--- config.mk ---
export PLATFORM = sky130hd
export DESIGN_NAME = seg_display_driver
export DESIGN_NICKNAME = d
export VERILOG_FILES = /design/src/rtl/seg_display_driver.sv
export SDC_FILE = /design/constraint.sdc
export NUM_CORES = 1
export LEC_CHECK = 0
export ABC_AREA = 1
export CAP_MARGIN = 20
export CORE_ASPECT_RATIO = 1.4
export CORE_UTILIZATION = 35
export CTS_BUF_LIST = sky130_fd_sc_hd__clkbuf_4 sky130_fd_sc_hd__clkbuf_8
export DETAILED_ROUTE_END_ITERATION = 7
export PLACE_DENSITY_LB_ADDON = 0.12
export SLEW_MARGIN = 25
export SYNTH_ARGS = -nofsm -noshare
export SYNTH_HDL_FRONTEND = slang
export SYNTH_SLANG_ARGS = --single-unit
--- constraint.sdc ---
create_clock -name clk -period 2.6 [get_ports clk]
set_input_delay 0.78 -clock clk [delete_from_list [all_inputs] [get_ports clk]]
set_output_delay 0.78 -clock clk [all_outputs]
set_load 0.02 [all_outputs]
--- src/rtl/seg_display_driver.sv ---
// Purpose: multiplexes a 4-digit mm:ss stopwatch value onto a common-anode 7-segment display, with adjust-mode blinking.
// Latency: an/seg/dp are registered, one clk after the scan/blink/snapshot state and adj/sel they depend on.
// Backpressure: none; free-running scan with no handshake, and digit inputs are sampled once per scan frame.
module seg_display_driver #(
  parameter int REFRESH_DIV  = 100000,
  parameter int BLANK_CYCLES = 1000,
  parameter int BLINK_DIV    = 25000000
) (
  input  logic       clk,
  input  logic       rst,
  input  logic [2:0] m10,
  input  logic [3:0] m1,
  input  logic [2:0] s10,
  input  logic [3:0] s1,
  input  logic       adj,
  input  logic       sel,
  output logic [3:0] an,
  output logic [6:0] seg,
  output logic       dp
);

  localparam int CNT_W = $clog2(REFRESH_DIV);
  localparam int BLK_W = $clog2(BLINK_DIV);
  localparam logic [CNT_W-1:0] CNT_MAX   = CNT_W'(REFRESH_DIV - 1);
  localparam logic [CNT_W-1:0] BLANK_END = CNT_W'(BLANK_CYCLES);
  localparam logic [BLK_W-1:0] BLK_MAX   = BLK_W'(BLINK_DIV - 1);

  typedef struct packed {
    logic [2:0] m10;
    logic [3:0] m1;
    logic [2:0] s10;
    logic [3:0] s1;
  } digits_t;

  logic [CNT_W-1:0] cnt_q, cnt_d;
  logic [1:0]       idx_q, idx_d;
  logic [BLK_W-1:0] blk_q, blk_d;
  logic             phase_q, phase_d;
  digits_t          snap_q, snap_d;
  logic [3:0]       an_q, an_d;
  logic [6:0]       seg_q, seg_d;
  logic             dp_q, dp_d;

  logic       cnt_wrap;
  logic       blk_wrap;
  logic [3:0] digit;
  logic [6:0] decoded;
  logic       blank;

  // Scan counter, digit index, blink phase and frame snapshot next-state.
  // The snapshot is only reloaded as idx wraps 3->0, so a whole frame shows one coherent time.
  always_comb begin
    cnt_wrap = (cnt_q == CNT_MAX);
    blk_wrap = (blk_q == BLK_MAX);
    cnt_d    = cnt_wrap ? '0 : cnt_q + CNT_W'(1);
    idx_d    = cnt_wrap ? idx_q + 2'd1 : idx_q;
    blk_d    = blk_wrap ? '0 : blk_q + BLK_W'(1);
    phase_d  = blk_wrap ? ~phase_q : phase_q;
    snap_d   = snap_q;
    if (cnt_wrap && (idx_q == 2'd3)) begin
      snap_d = '{m10: m10, m1: m1, s10: s10, s1: s1};
    end
  end

  // Pick the digit for the current slot, decode it, and apply slot-start and blink blanking.
  // adj/sel are used live so an adjust-mode change shows on the very next output update.
  always_comb begin
    digit = 4'd0;
    case (idx_q)
      2'd0: digit = snap_q.s1;
      2'd1: digit = {1'b0, snap_q.s10};
      2'd2: digit = snap_q.m1;
      2'd3: digit = {1'b0, snap_q.m10};
      default: digit = 4'd0;
    endcase

    decoded = 7'b0111111;
    case (digit)
      4'd0: decoded = 7'b1000000;
      4'd1: decoded = 7'b1111001;
      4'd2: decoded = 7'b0100100;
      4'd3: decoded = 7'b0110000;
      4'd4: decoded = 7'b0011001;
      4'd5: decoded = 7'b0010010;
      4'd6: decoded = 7'b0000010;
      4'd7: decoded = 7'b1111000;
      4'd8: decoded = 7'b0000000;
      4'd9: decoded = 7'b0010000;
      default: decoded = 7'b0111111;
    endcase

    // idx[1] distinguishes the minutes pair (1) from the seconds pair (0).
    blank = (cnt_q < BLANK_END) || (adj && !phase_q && (idx_q[1] == ~sel));

    an_d  = 4'b1111;
    seg_d = 7'b1111111;
    dp_d  = 1'b1;
    if (!blank) begin
      an_d  = ~(4'b0001 << idx_q);
      seg_d = decoded;
      dp_d  = (idx_q != 2'd2);
    end
  end

  // State and output registers; reset blanks the display immediately without a clock.
  always_ff @(posedge clk or negedge rst) begin
    if (!rst) begin
      cnt_q   <= '0;
      idx_q   <= 2'd0;
      blk_q   <= '0;
      phase_q <= 1'b1;
      snap_q  <= '0;
      an_q    <= 4'b1111;
      seg_q   <= 7'b1111111;
      dp_q    <= 1'b1;
    end else begin
      cnt_q   <= cnt_d;
      idx_q   <= idx_d;
      blk_q   <= blk_d;
      phase_q <= phase_d;
      snap_q  <= snap_d;
      an_q    <= an_d;
      seg_q   <= seg_d;
      dp_q    <= dp_d;
    end
  end

  assign an  = an_q;
  assign seg = seg_q;
  assign dp  = dp_q;

endmodule

==> impl_results.md <==
* Status: completed
* Ant diodes at 0
* CTS clk-pin slew, worst paths at approximately 80 ps
* Inserted Clock Buffers at 9
* Clk root buf: clkbuf_8
* Syn avg cell area at about 7.4 um^2
* RSZ-0062 raised after global routing: false
* Post-synthesis net count at roughly 560
* Startpoint Class: flop
* Initial antenna violation count at 0
* DRT antenna net count at 0
* First drt pass iteration count at 4
* First-pass GRT wire length at 15.50 mm
* Die H at approximately 130 um
* GP Congestion at approximately 0.86
* Xor and xnor area share after synthesis at 3.559%
* Mux cell area share after synthesis at 0%
* CTS H-Tree Depth at 3
* Sink Count at 70
* Fin area at 4562 um^2
* Final WS setup at 313.6 ps
* Largest net degree at the start of global routing at 71
* Final wirelength at 8.981 mm
* CP Buf/Inv Count at 1
* Final setup fails at 0
* Final core occ at between 40% and 50%
* Commonest cells after routing, fill and taps aside: nand2_1, nor2_1, inv_1
* Max incr delay on CP at 600 ps
* Crit-path cells: clkdlybuf4s50_1
* Dpl cell area at between 4000 and 5000 um^2
* Drt first-iter violations at 97
* Longest Clk Path Bufs at 2
* Crit Reg-Reg Endpoint: seg[3]
* Slowest-stage cell, CP: clkdlybuf4s50_1
* P&R area growth vs syn at 15.86%
* Largest family of logic cells by synthesized area: simple AND/OR/NAND/NOR gates
* Post-Syn Area at 3938 um^2
* Hold Violations, Final at 0
* Arrival time worst endpoint at between 1500 and 2000 ps
* Synth Area in Simple Gates at 37.78%
* Vias per cell at 4.704
* Die Wd at 91.64 um
* Worst Skew at 10.17 ps
* Worst r2r src: idx_q[1]
* CTS tree: yes
* Synth unique cells at 30
* WHS at 446.3 ps
* Final period utilization at 87.94%
* Worst slew pin tran at 716.2 ps
* Layout cells sized above 1 at roughly 9%
* Fin nets at 598
* Placed Instances at 700
* Sequential share of the synthesized area at 44.87%
* Top-level port count at 30
* Crit-path max FO at 2
* Vias at 3368
* Kind of cell adding the most delay to the critical path: buffers and inverters
* Mapped Cells at 534
* R2R setup slack at 510 ps
* Core ar. at 10920 um^2
* Max Freq at 437.4 MHz
* Final non-filler cell total at 716
* CP Class: flop to output port
* Class of the worst hold path: input port to async pin
* HPWL Detailed at 6.816 mm
* Leak at between 2 and 2.5 nW
* Setup Fix Bufs, Post-CTS at 0
* Vias in the first global route at 3324
* Most common cell after layout, fill and taps aside: nand2_1
* Rel. slew slack at 52.25%
* GRT Total Usage at 17.00%
* Synth Area in Adders at 3.178%
* Place WS at 504.0 ps
* Overall power at about 2.0 mW
* R2R depth at 10
* Register bit total from synthesis at 70
* Cell Rows at between 40 and 50
* CP Data Required Time at 1820 ps
* Kind of end point of the critical path: output port
* Clock Latency Late Sink at between 300 and 400 ps
* Tmin final at 2286 ps
* Initial core utilization at a little over a third
* Slew Limit Fails at 0
* Setup_tns at 0 ps
* Synth Area in Compound Gates at 2.574%
* Power Density at roughly 450 nW/um^2
* Routed len/inst at 12.54 um
* Die Area at 11680 um^2
* Residual DRC count at 0
* # resized after CTS at 0
* PortBufs at 29
* VDD IR max at 0.2239 mV
* # hold bufs at CTS at 0
* Total grt overflow at 0
* Max_cap viols at 0
* Yosys warns at 0
* Fillers at 1184
cell families (layout without fill, tap and decap cells):
| kind of cell | after synthesis | in the layout |
|---|---|---|
| AO/OA/AOI/OAI | 17 | 17 |
| XOR/XNOR | 16 | 16 |
| adder cells (fa/ha/maj) | 10 | 10 |
| flip-flops | 70 | 70 |
| AND/OR/NAND/NOR | 350 | 350 |
| buffers and inverters | 71 | 112 |
power by group:
| group | internal [mW] | leakage (nW) | switching [mW] |
|---|---|---|---|
| Sequential | 1.09 | 0.834 | 0 |
| Clock | 0.466 | 0.102 | 0.431 |
| Combinational | 0.0252 | 1.16 | 0.0254 |
| Total | 1.58 | 2.10 | 0.456 |
routing by layer:
layer	up-vias	share of wire, %	wire (um)	track usage, %
met5	-	0	0	0
met4	0	3.0	273	8.403
met3	22	3.9	349	2.917
met2	78	51	4583	30.25
met1	1525	42	3775	19.55
li1	1743	-	-	-
area by class of cell:
| cell class | instances | area (um^2) | area share (%) |
|---|---|---|---|
| clock inverters | 6 | 61.31 | 1.344 |
| multi-input cells | 393 | 1854 | 40.65 |
| clock buffers | 10 | 137.6 | 3.017 |
| flip-flops and latches | 70 | 1767 | 38.73 |
| well taps | 141 | 176.4 | 3.867 |
| inverters | 64 | 245.2 | 5.376 |
| repair buffers | 32 | 320.3 | 7.021 |
worst max-delay path by stage:
stage,from,endpoint,slack (ps),depth (start not counted)
floorplan,idx_q[1],seg[3],950,11
finish,an[2],an[2],310,1
detailed placement,idx_q[1],seg[3],500,10
global route,an[1],an[1],270,1
CTS,an[2],an[2],290,1
global placement,idx_q[1],seg[3],580,10
cell usage after synthesis:
cell	number	area, um^2
o21ai_0	6	30.03
nor3_1	15	75.07
a21oi_1	4	20.02
o21a_1	1	7.510
nor2_4	2	22.52
xor2_1	14	122.6
nor2_2	3	18.77
a31oi_1	1	6.260
nand2_2	2	12.51
or2_2	1	6.260
dfrtp_1	58	1451
nand3_2	1	10.01
buf_4	2	15.01
buf_6	5	56.30
inv_6	1	8.760
o21ai_2	1	8.760
a21oi_2	1	8.760
nand2_4	3	33.78
dfstp_2	12	315.3
nand3_1	44	220.2
ha_1	10	125.1
nand3b_1	1	7.510
nand2_1	166	623.1
inv_1	59	221.5
o21ai_1	1	5.000
inv_2	4	15.01
nor2_1	97	364.1
o21bai_1	2	15.01
nand4_1	15	93.84
xnor2_1	2	17.52
state kept, by name (all words and copies together), names as in the netlist:
signal,count
idx_q,2
cnt_q,17
phase_q,1
blk_q,25
snap_q,14
an,4
seg,7
Note: power is estimated with default switching activity, not from simulation.
